## src/rtl/scratchpad_matls_resp_if.sv

```systemverilog
// Bus bundle for the scratchpad-side matrix load/store responder.
//   FU side : req_valid/req_ready handshake with ls, rd, rs, imm, stride, plus mhit
//   Memory  : mem_req/mem_wen/mem_addr/mem_wdata out, mem_ack/mem_rdata in
//   MRF     : mrf_reg/mrf_row/mrf_wen/mrf_wdata out, mrf_rdata in
// slave  = responder view (the design), master = environment view (FU, memory, MRF).
interface scratchpad_matls_resp_if #(
    parameter int ROWS   = 4,
    parameter int ROW_W  = 64,
    parameter int ADDR_W = 32,
    parameter int MREG_W = 5
);
    localparam int ROW_BITS = $clog2(ROWS);

    logic                req_valid;
    logic                req_ready;
    logic                req_ls;
    logic [MREG_W-1:0]   req_rd;
    logic [ADDR_W-1:0]   req_rs;
    logic [ADDR_W-1:0]   req_imm;
    logic [ADDR_W-1:0]   req_stride;
    logic                mhit;

    logic                mem_req;
    logic                mem_wen;
    logic [ADDR_W-1:0]   mem_addr;
    logic [ROW_W-1:0]    mem_wdata;
    logic                mem_ack;
    logic [ROW_W-1:0]    mem_rdata;

    logic [MREG_W-1:0]   mrf_reg;
    logic [ROW_BITS-1:0] mrf_row;
    logic                mrf_wen;
    logic [ROW_W-1:0]    mrf_wdata;
    logic [ROW_W-1:0]    mrf_rdata;

    modport slave (
        input  req_valid, req_ls, req_rd, req_rs, req_imm, req_stride,
        output req_ready, mhit,
        output mem_req, mem_wen, mem_addr, mem_wdata,
        input  mem_ack, mem_rdata,
        output mrf_reg, mrf_row, mrf_wen, mrf_wdata,
        input  mrf_rdata
    );

    modport master (
        output req_valid, req_ls, req_rd, req_rs, req_imm, req_stride,
        input  req_ready, mhit,
        input  mem_req, mem_wen, mem_addr, mem_wdata,
        output mem_ack, mem_rdata,
        input  mrf_reg, mrf_row, mrf_wen, mrf_wdata,
        output mrf_rdata
    );
endinterface

```

## src/rtl/scratchpad_matls_resp.sv

```systemverilog
// Scratchpad-side responder for the matrix load/store FU.
// Accepts one matrix LS request and moves ROWS rows between the memory port and
// the matrix register file (load: memory -> MRF, store: MRF -> memory), then
// pulses mhit for one cycle.
// Ports:
//   CLK  - clock, rising edge
//   nRST - asynchronous active-low reset
//   bus  - scratchpad_matls_resp_if.slave (FU request, memory port, MRF port)
module scratchpad_matls_resp #(
    parameter int ROWS   = 4,
    parameter int ROW_W  = 64,
    parameter int ADDR_W = 32,
    parameter int MREG_W = 5
) (
    input logic                    CLK,
    input logic                    nRST,
    scratchpad_matls_resp_if.slave bus
);
    localparam int ROW_BITS = $clog2(ROWS);

    // The load/store direction is carried by the state itself (LOAD vs STORE),
    // so no separate ls flop is kept.
    typedef enum logic [1:0] {IDLE, LOAD, STORE, DONE} state_e;

    state_e              state_q, state_d;
    logic [ROW_BITS-1:0] row_q, row_d;
    logic [MREG_W-1:0]   rd_q, rd_d;
    logic [ADDR_W-1:0]   stride_q, stride_d;
    // Running row address: starts at rs+imm and steps by stride on each ack,
    // which equals base + row*stride modulo 2^ADDR_W.
    logic [ADDR_W-1:0]   addr_q, addr_d;

    logic busy;
    logic last_row;

    assign busy     = (state_q == LOAD) || (state_q == STORE);
    assign last_row = (row_q == ROW_BITS'(ROWS - 1));

    always_comb begin
        state_d  = state_q;
        row_d    = row_q;
        rd_d     = rd_q;
        stride_d = stride_q;
        addr_d   = addr_q;
        case (state_q)
            IDLE: begin
                if (bus.req_valid) begin
                    state_d  = bus.req_ls ? STORE : LOAD;
                    rd_d     = bus.req_rd;
                    stride_d = bus.req_stride;
                    addr_d   = bus.req_rs + bus.req_imm;
                    row_d    = '0;
                end
            end
            LOAD, STORE: begin
                if (bus.mem_ack) begin
                    row_d  = row_q + 1'b1;
                    addr_d = addr_q + stride_q;
                    if (last_row) state_d = DONE;
                end
            end
            DONE:    state_d = IDLE;
            default: state_d = IDLE;
        endcase
    end

    always_ff @(posedge CLK or negedge nRST) begin
        if (!nRST) begin
            state_q  <= IDLE;
            row_q    <= '0;
            rd_q     <= '0;
            stride_q <= '0;
            addr_q   <= '0;
        end else begin
            state_q  <= state_d;
            row_q    <= row_d;
            rd_q     <= rd_d;
            stride_q <= stride_d;
            addr_q   <= addr_d;
        end
    end

    // Outputs decode straight from registered state; the only combinational
    // paths are the ack-qualified MRF write on load and MRF read data on store.
    assign bus.req_ready = (state_q == IDLE);
    assign bus.mhit      = (state_q == DONE);
    assign bus.mem_req   = busy;
    assign bus.mem_wen   = (state_q == STORE);
    assign bus.mem_addr  = busy ? addr_q : '0;
    assign bus.mem_wdata = (state_q == STORE) ? bus.mrf_rdata : '0;
    assign bus.mrf_reg   = busy ? rd_q : '0;
    assign bus.mrf_row   = busy ? row_q : '0;
    assign bus.mrf_wen   = (state_q == LOAD) && bus.mem_ack;
    assign bus.mrf_wdata = bus.mrf_wen ? bus.mem_rdata : '0;
endmodule
```

## src/flat_wrapper.sv

```systemverilog
// flat-port wrapper written by rule: the top's interface ports become plain ports
module scratchpad_matls_resp_flat 
#(
    parameter int ROWS   = 4,
    parameter int ROW_W  = 64,
    parameter int ADDR_W = 32,
    parameter int MREG_W = 5
)
  (CLK, nRST, bus_req_valid, bus_req_ls, bus_req_rd, bus_req_rs, bus_req_imm, bus_req_stride, bus_req_ready, bus_mhit, bus_mem_req, bus_mem_wen, bus_mem_addr, bus_mem_wdata, bus_mem_ack, bus_mem_rdata, bus_mrf_reg, bus_mrf_row, bus_mrf_wen, bus_mrf_wdata, bus_mrf_rdata);
  scratchpad_matls_resp_if #(.ROWS(ROWS), .ROW_W(ROW_W), .ADDR_W(ADDR_W), .MREG_W(MREG_W)) bus_i ();
  input logic CLK;
  input logic nRST;
  input wire logic [$bits(bus_i.req_valid)-1:0] bus_req_valid;
  input wire logic [$bits(bus_i.req_ls)-1:0] bus_req_ls;
  input wire logic [$bits(bus_i.req_rd)-1:0] bus_req_rd;
  input wire logic [$bits(bus_i.req_rs)-1:0] bus_req_rs;
  input wire logic [$bits(bus_i.req_imm)-1:0] bus_req_imm;
  input wire logic [$bits(bus_i.req_stride)-1:0] bus_req_stride;
  output wire logic [$bits(bus_i.req_ready)-1:0] bus_req_ready;
  output wire logic [$bits(bus_i.mhit)-1:0] bus_mhit;
  output wire logic [$bits(bus_i.mem_req)-1:0] bus_mem_req;
  output wire logic [$bits(bus_i.mem_wen)-1:0] bus_mem_wen;
  output wire logic [$bits(bus_i.mem_addr)-1:0] bus_mem_addr;
  output wire logic [$bits(bus_i.mem_wdata)-1:0] bus_mem_wdata;
  input wire logic [$bits(bus_i.mem_ack)-1:0] bus_mem_ack;
  input wire logic [$bits(bus_i.mem_rdata)-1:0] bus_mem_rdata;
  output wire logic [$bits(bus_i.mrf_reg)-1:0] bus_mrf_reg;
  output wire logic [$bits(bus_i.mrf_row)-1:0] bus_mrf_row;
  output wire logic [$bits(bus_i.mrf_wen)-1:0] bus_mrf_wen;
  output wire logic [$bits(bus_i.mrf_wdata)-1:0] bus_mrf_wdata;
  input wire logic [$bits(bus_i.mrf_rdata)-1:0] bus_mrf_rdata;
  assign bus_i.req_valid = bus_req_valid;
  assign bus_i.req_ls = bus_req_ls;
  assign bus_i.req_rd = bus_req_rd;
  assign bus_i.req_rs = bus_req_rs;
  assign bus_i.req_imm = bus_req_imm;
  assign bus_i.req_stride = bus_req_stride;
  assign bus_req_ready = bus_i.req_ready;
  assign bus_mhit = bus_i.mhit;
  assign bus_mem_req = bus_i.mem_req;
  assign bus_mem_wen = bus_i.mem_wen;
  assign bus_mem_addr = bus_i.mem_addr;
  assign bus_mem_wdata = bus_i.mem_wdata;
  assign bus_i.mem_ack = bus_mem_ack;
  assign bus_i.mem_rdata = bus_mem_rdata;
  assign bus_mrf_reg = bus_i.mrf_reg;
  assign bus_mrf_row = bus_i.mrf_row;
  assign bus_mrf_wen = bus_i.mrf_wen;
  assign bus_mrf_wdata = bus_i.mrf_wdata;
  assign bus_i.mrf_rdata = bus_mrf_rdata;
  scratchpad_matls_resp #(.ROWS(ROWS), .ROW_W(ROW_W), .ADDR_W(ADDR_W), .MREG_W(MREG_W)) u_core (.CLK(CLK), .nRST(nRST), .bus(bus_i));
endmodule
```

## config.mk

```make
export PLATFORM = sky130hd
export DESIGN_NAME = scratchpad_matls_resp_flat
export DESIGN_NICKNAME = d
export VERILOG_FILES = /design/src/rtl/scratchpad_matls_resp_if.sv /design/src/rtl/scratchpad_matls_resp.sv /design/src/flat_wrapper.sv
export SDC_FILE = /design/constraint.sdc
export NUM_CORES = 1
export LEC_CHECK = 0
export CORE_AREA = 4 4 157 159
export CTS_CLUSTER_SIZE = 25
export DETAILED_ROUTE_END_ITERATION = 6
export DIE_AREA = 0 0 161 163
export PLACE_DENSITY = 0.68
export SYNTH_ARGS = -nofsm -noshare
export SYNTH_HDL_FRONTEND = slang
export SYNTH_SLANG_ARGS = --single-unit
```

## constraint.sdc

```tcl
create_clock -name CLK -period 7.8 [get_ports CLK]
set_input_delay 0.78 -clock CLK [delete_from_list [all_inputs] [get_ports CLK]]
set_output_delay 0.78 -clock CLK [all_outputs]
set_load 0.05 [all_outputs]
```

==> flow_summary.yaml <==
outcome:
  status: "complete, no violations"
critical_path:
  crit_arrival_ps: 3070
  startpoint_type: "flip-flop"
  crit_path_end_kind: "primary output"
  reg2reg_slack_ps: 4340
  reg2reg_from: "u_core.addr_q[0]"
  cp.required_ps: 7020
  critical_path.max_stage_delay_ps: 820
  critPathTopFamily: "buffers and inverters"
  crit_chain: "inv_1 > ha_2 > buf_4 > and2_1 > clkdlybuf4s50_1"
  r2r_end: "u_core.addr_q[30]"
  path_max_fanout: 98
  crit_path_top_delay_cell: "clkdlybuf4s50_1"
  critPathKind: "reg -> out"
  reg2regPathDepth: 11
  crit_buf_inv: 3
clocking:
  cts_hold_buf: 0
  clkLatencyLatePin_ps: 340
  clk_pin_slew_ps: 60
  cts_resized: 0
  cts_inserted_buffers: 9
  clockRootBuffer: "clkbuf_16"
  cts_setup_buffers: 0
  cts_tree: "done"
  cts.path.max_buffers: 2
  htree_levels: 3
  clock-sinks: 73
yosys:
  yosys_most_used_dff: "dfrtp_1"
  yosysTopAreaCell: "dfrtp_1"
  synthesis.area_mm2: 0.00735
  synthArstFlopShare_pct: 100
  ys_top_cells_by_area: "dfrtp_1 (25%), ha_1 (11%), and2_1 (9.1%)"
  post_synth.cell_area_avg_um2: 8.28
  synth_cells: 888
  synth_seq_area_share_pct: 24.8
  synth_common_cells: "and2_1 (107), dfrtp_1 (73), and3_1 (70)"
  yosysTopAreaCellShare_pct: 24.8
  ys_types: 61
  synth_nets: 1191
  yosysMostFrequentCell: "and2_1"
  ys_seq_elements: 73
  yosys_warnings: 0
  synth-edff-count: 0
placed_design:
  gp_congestion: 0.908
  io_buffers: 405
  post_dp_cell_area_mm2: 0.0116
  place_hpwl_um: 27700
route:
  antenna_left: 0
  first_pass_iters: 5
  drt_iter0_markers: 439
  wl_um: 33600
  route.detailed.wl_per_inst_um: 21.3
  num_vias: 8086
  viasPerCell: 5.11
  drc: 0
grt:
  first_global_vias: 7813
  grt_max_degree: 99
  grt.total_usage_pct: 24.2
  grt_pass1_wl_um: 49000
  overflow: 0
  antenna_found_initial: 3
final_layout:
  layout-drive-gt1-share_pct: 6.10
  design_area_mm2: 0.0120
  final_util_pct: 51.5
  synthToLayoutAreaGrowth_pct: 62.8
  nets: 1560
timing:
  rsz0062_at_grt: "false"
  fmax_mhz: 260
  hold_ws_ps: 498
  slew_violations: 0
  fin_crit_sh_pct: 49.3
  final-hold-violation-count: 0
  fin_skew_ps: 7.96
  slew_headroom_pct: 34.9
  tightest_slew_ps: 977
  setup_viol: 0
  min_period_ps: 3850
  setup_tns_ps: 0
power_and_ir_drop:
  p_per_area_mw_per_mm2: 455
  peakVddDrop_mv: 0.353
  p_leak_nw: 5.13
floorplanning:
  core_area_mm2: 0.0233
  ios: 406
  start_util_pct: 31.6
  rows: 56
  dieWidth_um: 161
  fp.dieH_um: 163
  die_area_mm2: 0.0262
job:
  max_cap_viol_count: 0
worst_hold_path:
  whs_endpoint: "u_core.row_q[1]"
  hold_path_depth: 2
  hp-start: "u_core.row_q[1]"
  min_path_type: "reg -> reg"
==> through the flow <==
| step | power (mW) | instances | worst slack [ps] |
|---|---|---|---|
| 6_report | 5.45 | 1582 | 3950 |
| 5_1_grt | 5.81 | 1582 | 3830 |
| 4_1_cts | 5.45 | 1581 | 3960 |
| 3_5_place_dp | 4.97 | 1565 | 4070 |
| 3_3_place_gp | 4.93 | 1565 | 4100 |
| 2_1_floorplan | 3.71 | 888 | 4820 |
==> placed cells by master, fill, tap and decap left out, types with 37 or more instances in the layout <==
cell type        instances
nand2_1                 68
a21oi_1                 67
ha_1                    64
o21ai_0                 49
and2_1                 107
clkdlybuf4s50_1        403
and3_1                  70
mux2_2                  37
nor2_1                  43
dfrtp_1                 73
==> area by class of cell <==
cell class,count,area [um2]
Antenna cell,1,2.50
Clock buffer,9,225
Clock inverter,7,103
Fill cell,2207,11300
Inverter,15,56.3
Multi-Input combinational cell,750,5290
Sequential cell,73,1830
Tap cell,319,399
Timing Repair Buffer,408,4070
==> how the worst max path moves through the flow <==
stage / slack, ps / endpoint / start / cells after the start
5_1_grt: 3830 / bus_mem_addr[17] / u_core.state_q[1] / 5
6_report: 3950 / bus_mem_addr[3] / u_core.state_q[1] / 5
2_1_floorplan: 4820 / bus_mem_addr[22] / u_core.state_q[1] / 6
4_1_cts: 3960 / bus_mem_addr[15] / u_core.state_q[1] / 5
3_3_place_gp: 4100 / u_core.addr_q[26] / bus_req_imm[17] / 11
3_5_place_dp: 4070 / u_core.addr_q[26] / bus_req_imm[17] / 11
==> worst register-to-register path: stages, from the launching register on <==
cell and delay, ps:
dfrtp_1 400, ha_1 260, fa_1 490, a211oi_1 360
o21ai_1 170, a21oi_2 310, o21ai_1 210, a31oi_2 230
o21ai_1 170, a311oi_1 330, xor2_1 250, o221ai_1 140
==> logic make-up after synthesis <==
group / Yosys count / synth area share [%]
AOI/OAI and AO/OA: 246 / 21.9
xor gates and xnor gates: 56 / 6.67
adders and majority gates: 69 / 11.9
buffers and inverters: 65 / 3.34
DFF: 73 / 24.8
muxes: 47 / 7.03
and+or+nand+nor: 332 / 24.3
==> routing by layer <==
metal / vias to the layer above / GRT usage, % / wire [um]
met5: - / 0 / 13
met4: 2 / 6.51 / 778
met3: 37 / 5.14 / 2200
met2: 297 / 39.7 / 15800
met1: 3811 / 32.4 / 14800
li1: 3939 / - / -
==> where the power goes <==
part           switching, mW  total, mW  internal [mW]  leakage (nW)
Combinational           2.65       4.24           1.59          4.09
Sequential             0.164      0.745          0.581         0.877
Clock                  0.177      0.461          0.284         0.162
==> registers in the layout, indices dropped and copies added (netlist names) <==
register and count:
u_core.row_q 2, u_core.addr_q 32, u_core.stride_q 32, u_core.state_q 2, u_core.rd_q 5
Power figures use the tool's default switching activity.
